### src/rtl/delay_prog_line.sv
// Programmable delay line: each accepted token re-emerges exactly D cycles later, D latched while idle.
// Optional sticky out-of-range flag on cfg_err when DELAY_PROG_ERR_EN is defined.
module delay_prog_line #(
   parameter int MAX_DELAY = 16,
   parameter int DATA_W    = 8,
   parameter int SEL_W     = 5
) (
   input  logic              clk,
   input  logic              rst,
   input  logic              in_valid,
   input  logic [DATA_W-1:0] in_data,
   input  logic [SEL_W-1:0]  dly_sel,
   output logic              out_valid,
   output logic [DATA_W-1:0] out_data,
   output logic              busy,
   output logic              cfg_err
);

   localparam int CW = $clog2(MAX_DELAY + 1);
   localparam logic [SEL_W-1:0] MAX_SEL = SEL_W'(MAX_DELAY);
   localparam logic [CW-1:0]    MAX_D   = CW'(MAX_DELAY);

   logic [CW-1:0]        r_dly;
   logic [CW-1:0]        r_inFlight;
   logic                 r_busy;
   logic [MAX_DELAY-1:0] r_stageValid;
   logic [DATA_W-1:0]    r_stageData [MAX_DELAY];

   logic                 w_idle;
   logic                 w_selLow;
   logic                 w_selHigh;
   logic [CW-1:0]        w_selClamp;
   logic [CW-1:0]        w_dly;
   logic [CW-1:0]        w_tapIdx;
   logic [CW-1:0]        w_inFlightNext;
   logic [MAX_DELAY-1:0] w_nextValid;
   logic [DATA_W-1:0]    w_nextData [MAX_DELAY];
   logic                 w_tapValid;
   logic [DATA_W-1:0]    w_tapData;

   // The delay may only change when nothing is in flight, so an idle cycle uses dly_sel directly.
   assign w_idle     = (r_inFlight == '0);
   assign w_selLow   = (dly_sel == '0);
   assign w_selHigh  = (dly_sel > MAX_SEL);
   assign w_selClamp = w_selLow ? CW'(1) : (w_selHigh ? MAX_D : CW'(dly_sel));
   assign w_dly      = w_idle ? w_selClamp : r_dly;
   assign w_tapIdx   = r_dly - CW'(1);

   // Stages at or beyond the active delay are flushed so stale tokens cannot reach a later, longer tap.
   always_comb begin
      w_nextValid = '0;
      for (int k = 0; k < MAX_DELAY; k++) begin
         w_nextData[k] = '0;
      end
      w_nextValid[0] = in_valid;
      w_nextData[0]  = in_valid ? in_data : '0;
      for (int k = 1; k < MAX_DELAY; k++) begin
         if (CW'(k) < w_dly) begin
            w_nextValid[k] = r_stageValid[k-1];
            w_nextData[k]  = r_stageData[k-1];
         end
      end
   end

   always_comb begin
      w_tapValid = 1'b0;
      w_tapData  = '0;
      for (int k = 0; k < MAX_DELAY; k++) begin
         if (CW'(k) == w_tapIdx) begin
            w_tapValid = r_stageValid[k];
            w_tapData  = r_stageData[k];
         end
      end
   end

   always_comb begin
      w_inFlightNext = r_inFlight;
      if (in_valid && !w_tapValid) begin
         w_inFlightNext = r_inFlight + CW'(1);
      end else if (!in_valid && w_tapValid) begin
         w_inFlightNext = r_inFlight - CW'(1);
      end
   end

   always_ff @(posedge clk) begin
      if (rst) begin
         r_dly        <= CW'(1);
         r_inFlight   <= '0;
         r_busy       <= 1'b0;
         r_stageValid <= '0;
         r_stageData  <= '{default: '0};
      end else begin
         r_dly        <= w_dly;
         r_inFlight   <= w_inFlightNext;
         r_busy       <= (w_inFlightNext != '0);
         r_stageValid <= w_nextValid;
         r_stageData  <= w_nextData;
      end
   end

   // The tap index is frozen while any token is in flight, so the output mux is static for its lifetime.
   assign out_valid = w_tapValid;
   assign out_data  = w_tapData;
   assign busy      = r_busy;

`ifdef DELAY_PROG_ERR_EN
   logic r_cfgErr;

   always_ff @(posedge clk) begin
      if (rst) begin
         r_cfgErr <= 1'b0;
      end else if (w_idle && (w_selLow || w_selHigh)) begin
         r_cfgErr <= 1'b1;
      end
   end

   assign cfg_err = r_cfgErr;
`else
   assign cfg_err = 1'b0;
`endif

endmodule
### config.mk
export PLATFORM = sky130hd
export DESIGN_NAME = delay_prog_line
export DESIGN_NICKNAME = d
export VERILOG_FILES = /design/src/rtl/delay_prog_line.sv
export SDC_FILE = /design/constraint.sdc
export NUM_CORES = 1
export LEC_CHECK = 0
export ABC_AREA = 1
export CORE_ASPECT_RATIO = 1.75
export CORE_MARGIN = 2
export CORE_UTILIZATION = 33
export CTS_BUF_LIST = sky130_fd_sc_hd__clkbuf_16
export DETAILED_ROUTE_END_ITERATION = 8
export PLACE_DENSITY = 0.55
export RECOVER_POWER = 100
export REMOVE_ABC_BUFFERS = 1
export SYNTH_ARGS = -nofsm -noshare
export SYNTH_HDL_FRONTEND = slang
export SYNTH_SLANG_ARGS = --single-unit
### constraint.sdc
create_clock -name clk -period 3.2 [get_ports clk]
set_clock_uncertainty 0.05 [all_clocks]
set_input_delay 0.8 -clock clk [delete_from_list [all_inputs] [get_ports clk]]
set_output_delay 0.8 -clock clk [all_outputs]
set_load 0.02 [all_outputs]
==> results of run 1 <==
worst paths after layout:
check	slack, ps	from	cells past startpoint	endpoint
hold reg to reg	370	r_stageData[62]	2	r_stageData[54]
hold / removal	370	r_stageData[62]	2	r_stageData[54]
setup / recovery	-350	r_dly[2]	15	out_data[5]
setup reg to reg	-10	r_inFlight[0]	14	r_stageData[29]
metal layers:
| layer | wire, µm | GRT usage |
|---|---|---|
| met4 | 581 | 0.0883 |
| met5 | 0 | 0 |
| met1 | 5150 | 0.147 |
| met3 | 288 | 0.0301 |
| met2 | 8980 | 0.337 |
kinds of logic after synthesis:
group	after synthesis	synth area share
flops	155	0.510
fa+ha+maj	2	0.00411
compound gates	61	0.0694
simple gates	375	0.281
other cells	1	0.000616
buf+inv	208	0.134
xor+xnor	1	0.00144
registers in the layout (all words and copies together) (netlist names):
register and count:
r_stageValid 16, r_dly 5, r_stageData 128, busy 1, r_inFlight 5
area by class of cell:
class	count	area (µm²)
Clock buffer	17	425
Clock inverter	14	123
Fill cell	1883	10100
Inverter	201	766
Multi-Input combinational cell	440	2410
Sequential cell	155	3110
Tap cell	234	293
Timing Repair Buffer	96	821
cell usage after synthesis (all sizes together):
| cell | instances |
|---|---|
| inv | 197 |
| xor2 | 1 |
| nand2 | 105 |
| dfxtp | 155 |
| o22ai | 13 |
| nand4 | 29 |
| buf | 7 |
| nor2 | 205 |
| conb | 1 |
| o221ai | 4 |
| nor4 | 3 |
| nand3 | 24 |
| a31oi | 3 |
| a2111oi | 2 |
| o21ai | 16 |
| nand3b | 1 |
| ha | 2 |
| o21bai | 1 |
| nor3 | 8 |
| o2111ai | 5 |
| clkinv | 4 |
| a21oi | 17 |
cell usage in the layout (no fill, tap or decap), types with 8 or more instances in the layout:
cell / synthesis / routed
nand3_1: 16 / 13
nor2_1: 190 / 192
dfxtp_1: 155 / 151
nand2_2: 8 / 14
buf_4: 2 / 55
nand4_1: 27 / 27
inv_2: 13 / 10
clkdlybuf4s50_1: 0 / 14
nand3_2: 7 / 8
nor2_2: 11 / 9
nand2_1: 94 / 84
buf_6: 3 / 20
a21oi_1: 14 / 10
o21ai_1: 0 / 9
inv_1: 183 / 182
clkbuf_16: 0 / 17
power by group through the flow:
stage	sequential (mW)	clock, mW	combinational [mW]
2_1_floorplan	2.06	0	0.572
3_3_place_gp	2.05	0	1.03
3_5_place_dp	2.05	0	1.03
4_1_cts	2.01	1.92	1.12
5_1_grt	2.02	2.02	1.24
6_report	2.01	1.88	1.13
timing repair:
action / in CTS / in global routing
pin swaps: 26 / 37
buffers inserted: 6 / 1
resized for setup: 92 / 53
hold buffers: 0 / 0
endpoints found under the setup margin: 9 / 9
worst max-delay path, cell delays in order (launching register included):
cell and delay, ps:
dfxtp_4 350, nor2_4 150, nand2_2 90, nand2_4 90, nand2_8 80, buf_6 130
buf_4 150, nand3_2 110, buf_4 150, nor2_1 50, a2111oi_2 300, buf_4 170
o2111ai_2 90, o21ai_1 100, nand4_1 110, buf_6 150
==> metrics, run 1 <==
Switching Fraction 0.312; setup TNS -2460 ps; area delta synth->final 30.6%; routed wire length per instance 13.0 µm; initial antenna violation count 0; Max-Cap Viols 0; Arr. time, crit path 2700 ps; I/O Pins 27; area leader, netlist dfxtp_1; DR pass1 iterations 4; internal power 3.46 mW; worst min-delay path class reg -> reg; Critical Path Fanout Max 6; pin count of the biggest net entering global routing 17; grt ovf 0; Synth top area share 0.510; CTS buffer count 17; die area 19600 µm²; Synth area leaders dfxtp_1, nor2_1, inv_1; Avg Cell Area, Syn 7.58 µm²; FF+latch count, synth 155; gr usage total 0.165; Max Clk Rate 0.281 GHz; startpoint types flop; Final Cell Area 7950 µm²; outcome finished, violations left; fin crit period 3550 ps; final setup fails 11; Worst slew margin 0.339; clock power share 0.375; final hold violations 0; drt total wl 15000 µm; Vias per Instance 4.37; routed vias 5061; nature of the critical path endpoint output pin; register area share after synthesis 0.510; Routability Congestion 0.868; Site Rows 65; initial core utilization 0.337; Crit Path Category reg -> out; vias in the first global route 5239; core region area 18100 µm²; RSZ-0062 raised after global routing true; post-route antenna net violation count 0; first-pass GRT wire length 24700 µm; Mapped Area 6090 µm²; drc violations 0; dpl ws -503 ps; # diodes 0; Die H 184 µm; H-tree depth 4; PortBufs 25; Worst-path clk slew 60 ps; Die W 107 µm; Num Clock Sinks 155; Util after Layout 0.440; Static Leakage 3.12 nW; crit share post-route 1.11; Worst Max-Slew Pin Slew 992 ps; nets@finish 929; Comb pwr share 0.225; worst setup margin -354 ps; initial drt markers 185; share of cells above drive strength 1 0.224; Flop pwr share 0.400; failing checks setup timing; distinct cell type count after synthesis 41; maximum VDD drop 0.332 mV; placed insts 1119; cells after synthesis 803; DP Area 7060 µm²; post-DP HPWL 11700 µm; final slew viol count 0; clock latency on the worst-skew pair 420 ps; Clock Path Buffers 2; synth warn 0; Data required, critical path 2350 ps; total power 5.03 mW; Non-Filler Instances 1157; worst hold margin 372 ps; power per cell area 632 nW/µm²; TritonCTS clock tree yes; Psw 1.57 mW; root buffer cell clkbuf_16
(Power assumes the default switching activity.)
==> run 2, diff against run 1 <==
==> constraint.sdc (replaced) <==
create_clock -name clk -period 3.2 [get_ports clk]
set_clock_uncertainty 0.05 [all_clocks]
set_input_delay 0.64 -clock clk [delete_from_list [all_inputs] [get_ports clk]]
set_output_delay 0.64 -clock clk [all_outputs]
set_load 0.02 [all_outputs]
==> metrics, run 2 (synthesized netlist as in run 1, its figures left out) <==
Worst-path clk slew 60 ps (about the same); cell chain of the critical path nor2_8 > nand2_2 > nand2_2 > nand2_4 > buf_6 > inv_4 > buf_6 > nor2_4 > buf_4 > a21oi_2 > o2111ai_2 > a21oi_2 > o21ai_2 > a21oi_2 > o2111ai_1 > o21ai_1 > nand2_1 > buf_6; CTS buffer count 17 (unchanged); drc violations 0 (unchanged); Flop pwr share 0.384 (-0.016); vias in the first global route 5044 (-3.7%); Clock Path Buffers 2 (unchanged); Routability Congestion 0.859 (-1.1%); die area 19600 µm² (unchanged); nature of the critical path endpoint output pin; clock power share 0.406 (+0.031); clock latency on the worst-skew pair 410 ps (about the same); DR pass1 iterations 4 (unchanged); Data required, critical path 2510 ps (+160 ps); Die W 107 µm (unchanged); # diodes 0 (unchanged); routed vias 4970 (-1.8%); failing checks setup timing; post-DP HPWL 11600 µm (-0.92%); drt total wl 14900 µm (-0.65%); pin count of the biggest net entering global routing 17 (unchanged); area delta synth->final 30.8%; PortBufs 25 (unchanged); Psw 1.56 mW (-0.40%); internal power 3.68 mW (+6.4%); power per cell area 658 nW/µm² (+4.1%); Die H 184 µm (unchanged); Static Leakage 3.12 nW (about the same); outcome finished, violations left; Critical Path Fanout Max 6 (unchanged); CP top delay family compound AO/OA/AOI/OAI gates; final hold violations 0 (unchanged); initial antenna violation count 0 (unchanged); worst min-delay path class reg -> reg; Max-Cap Viols 0 (unchanged); slowest stage delay, CP 370 ps (+20 ps); nets@finish 920 (-0.97%); final setup fails 9 (-2); share of cells above drive strength 1 0.216 (-0.00788); Crit Path Category reg -> out; max FFs per register 128 (unchanged); fin crit period 3360 ps (-196 ps); Largest Register r_stageData; Site Rows 65 (unchanged); most common cell after layout, fill and taps aside nor2_1; post-route antenna net violation count 0 (unchanged); first-pass GRT wire length 24200 µm (-1.8%); Util after Layout 0.441 (+0.000693); worst path bufs/invs 5 (unchanged); root buffer cell clkbuf_16; H-tree depth 4 (unchanged); core region area 18100 µm² (unchanged); worst setup margin -158 ps (+196 ps); gr usage total 0.162 (-0.00302); CP max stage cell dfxtp_4; Comb pwr share 0.210 (-0.015); crit share post-route 1.05 (-0.0611); hold buffers post-CTS 0 (unchanged); initial drt markers 173 (-6.5%); commonest non-fill, non-tap cells in the layout nor2_1, inv_1, dfxtp_1; TritonCTS clock tree yes; grt ovf 0 (unchanged); I/O Pins 27 (unchanged); routed wire length per instance 13.0 µm (about the same); initial core utilization 0.337 (unchanged); Worst Max-Slew Pin Slew 1020 ps (+24.1 ps); Max Clk Rate 0.298 GHz (+5.8%); Worst slew margin 0.323 (-0.0160); maximum VDD drop 0.270 mV (-19%); Regs by FF count r_stageData (128), r_stageValid (16); Switching Fraction 0.298 (-0.0139); Arr. time, crit path 2670 ps (-30 ps); worst hold margin 368 ps (-3.53 ps); Vias per Instance 4.33 (-1.1%); RSZ-0062 raised after global routing true; final slew viol count 0 (unchanged); Num Clock Sinks 155 (unchanged); startpoint types flop
-- run 2: cell count changes in the layout (fill, tap and decap cells not counted), moves of 3 or more --
cell	delta
buf_4	-8
o21ai_1	-5
buf_6	-4
o21ai_2	+4
a21oi_1	-3
a21oi_2	+3
bufinv_16	+3
nand2_1	+3
o221ai_2	-3
-- run 2: metal layers --
| metal | track usage | vias to the layer above | wire (µm) |
|---|---|---|---|
| met3 | 0.0280 | 20 | 240 |
| met1 | 0.143 | 2274 | 5200 |
| met2 | 0.346 | 51 | 9140 |
| met4 | 0.0618 | 0 | 319 |
| li1 | - | 2625 | - |
| met5 | 0 | - | 0 |
-- run 2: power by group through the flow --
stage	Combinational (mW)	Clock (mW)	Sequential, mW
detailed placement	1.01	0	2.05
global route	1.21	2.26	2.02
CTS	1.10	2.17	2.01
finish	1.10	2.13	2.01
global placement	1.01	0	2.05
floorplan	0.572	0	2.06
-- run 2: worst reg2reg max path, stage by stage, from the launching register on --
cell and delay (ps):
dfxtp_1 340, inv_1 110, ha_1 190, inv_1 50
nor3_1 260, inv_2 50, nor2_1 290, inv_2 60
nor2_1 120, inv_1 90, o22ai_1 770, inv_1 150
nand3_1 140, nand2_1 260, nor2_1 190
-- run 2: what timing repair did --
action	in CTS	in global routing
gates resized for setup	80	56
pin swaps	20	32
setup buffers	5	1
setup endpoints to repair	9	9
cloned	0	0
-- run 2: layout make-up --
class	instances	area (µm²)
fill	1879	10100
clock inverter	15	195
clock buffer	17	425
timing repair buffer	87	747
multi-input combinational	440	2430
sequential	155	3110
inverter	201	763
tap	234	293
-- run 2: path summary, 6_finish.rpt --
kind,startpoint,endpoint,slack [ps],cells after the start
worst max-delay path,r_dly[1],out_data[6],-160,18
worst min-delay path,r_stageData[115],r_stageData[107],370,2
worst max register to register,r_inFlight[0],r_stageData[30],10,14
worst min register to register,r_stageData[115],r_stageData[107],370,2
-- run 2: per-stage QoR --
| step | total power [mW] | area [µm²] | worst slack (ps) | setup TNS [ps] | instances |
|---|---|---|---|---|---|
| final | 5.24 | 7960 | -158 | -741 | 1149 |
| after floorplan | 2.63 | 6030 | 304 | 0 | 796 |
| after detailed placement | 3.06 | 7020 | -374 | -1890 | 1112 |
| after CTS | 5.28 | 7790 | -259 | -1510 | 1148 |
| after global placement | 3.06 | 7020 | -390 | -1920 | 1112 |
| after global routing | 5.49 | 7960 | -368 | -10050 | 1149 |
==> run 3, diff against run 2 <==
- CTS_CLUSTER_SIZE: not set -> 40
- PLACE_DENSITY: 0.55 -> 0.56
- clock period: 3.2 -> 2.81 ns (I/O delays scaled with it)
==> metrics, run 3 (synthesized netlist as in run 1, its figures left out) <==
outcome finished, violations left; failing checks setup timing; Die W 107 µm (unchanged); root buffer cell clkbuf_16; gr usage total 0.164 (+0.00163); pin count of the biggest net entering global routing 17 (unchanged); RSZ-0062 raised after global routing true; die area 19600 µm² (unchanged); Worst Hold Depth 2 (unchanged); Site Rows 65 (unchanged); Min-Delay Endpoint r_stageValid[6]; Worst-path clk slew 60 ps (about the same); hold buffers post-CTS 0 (unchanged); I/O Pins 27 (unchanged); fin crit period 3190 ps; origin of the worst min-delay path r_stageValid[5]; initial antenna violation count 0 (unchanged); drt total wl 15100 µm (+1.2%); post-route antenna net violation count 0 (unchanged); Largest Register r_stageData; final setup fails 57 (+48); Die H 184 µm (unchanged); Regs by FF count r_stageData (128), r_stageValid (16); Num Clock Sinks 155 (unchanged); routed vias 5108 (+2.8%); reg2reg setup slack -190 ps (-200 ps); CTS buffer count 17 (unchanged); Static Leakage 3.13 nW (+0.51%); Data required, critical path 2200 ps (-310 ps); final slew viol count 0 (unchanged); first-pass GRT wire length 24600 µm (+1.5%); worst r2r dst busy; share of cells above drive strength 1 0.244 (+0.0279); most common cell after layout, fill and taps aside nor2_1; post-DP HPWL 11800 µm (+2.0%); worst min-delay path class reg -> reg; Non-Filler Instances 1159 (+0.87%); H-tree depth 4 (unchanged); initial drt markers 158 (-8.7%); startpoint types flop; max FFs per register 128 (unchanged); Routability Congestion 0.845 (-1.5%); DR pass1 iterations 4 (unchanged); Worst R2R Path Depth 23 (+9); final hold violations 0 (unchanged); Vias per Instance 4.41 (+1.9%); Max-Cap Viols 0 (unchanged); r2r startpoint r_dly[1]; total power 5.82 mW (+11%); clock latency on the worst-skew pair 410 ps (about the same); maximum VDD drop 0.464 mV (+72%); Max Clk Rate 0.313 GHz; grt ovf 0 (unchanged); worst setup margin -384 ps (-226 ps); power per cell area 726 nW/µm² (+10%); area delta synth->final 31.6%; nets@finish 930 (+1.1%); routed wire length per instance 13.0 µm (+0.32%); PortBufs 25 (unchanged); Arr. time, crit path 2580 ps (-90 ps); TritonCTS clock tree yes; Critical Path Fanout Max 7 (+1); # diodes 0 (unchanged); nature of the critical path endpoint output pin; fill count 1828 (-2.7%); dpl ws -664 ps (-290 ps); Crit Path Category reg -> out; placed insts 1117 (+0.45%); drc violations 0 (unchanged); crit share post-route 1.14; Clock Path Buffers 2 (unchanged); vias in the first global route 5187 (+2.8%); core region area 18100 µm² (unchanged); commonest non-fill, non-tap cells in the layout nor2_1, inv_1, dfxtp_1; initial core utilization 0.337 (unchanged); worst hold margin 373 ps (+5.02 ps)
run 3: power breakdown:
part	internal [mW]	leakage [nW]	total, mW	switching, mW
registers	2.25	1.25	2.29	0.0383
clock network	1.23	0.268	2.18	0.950
logic	0.519	1.61	1.35	0.828
run 3: worst max-delay path by stage:
stage	to	slack, ps	cells past startpoint	startpoint
floorplan	out_data[0]	-8	13	r_dly[1]
global placement	out_data[3]	-660	15	r_dly[1]
detailed placement	out_data[3]	-660	15	r_dly[1]
CTS	out_data[3]	-530	14	r_dly[0]
global route	out_data[6]	-600	18	r_dly[1]
finish	out_data[3]	-380	14	r_dly[1]
run 3: layout make-up:
cell class | count | area (µm²) | share of cell area
Clock buffer | 17 | 425 | 0.0531
Tap cell | 234 | 293 | 0.0365
Timing Repair Buffer | 97 | 815 | 0.102
Clock inverter | 15 | 136 | 0.0170
Sequential cell | 155 | 3110 | 0.388
Multi-Input combinational cell | 440 | 2470 | 0.308
Inverter | 201 | 763 | 0.0953
run 3: worst max-delay path: stages, from the launching register on:
cell and delay [ps]:
dfxtp_4 370, nor2_8 120, nand2_2 50, nand2_2 70
nand2_4 100, buf_6 160, nand3_4 130, o21ai_2 80
o22ai_2 120, nand4_1 180, nor4_2 270, o21ai_1 150
a21oi_2 130, nand4_1 80, buf_4 160
run 3: through the flow:
stage	utilization	cell area [µm²]	TNS, ps
6_report	0.444	8010	-5920
5_1_grt	0.444	8010	-36740
4_1_cts	0.430	7770	-3520
3_5_place_dp	0.390	7040	-4160
3_3_place_gp	0.390	7040	-4020
2_1_floorplan	-	6030	-16.1
run 3: layer usage:
metal	GRT usage	share of wire	wire length [µm]
met1	0.144	0.34	5190
met2	0.342	0.61	9200
met3	0.0287	0.016	241
met4	0.0764	0.029	439
met5	0	0	0
run 3: what timing repair did:
action,in CTS,in global routing
setup endpoints to repair,9,52
gates cloned,0,0
resized for setup,95,45
setup buffers,3,9
pin swaps,21,36
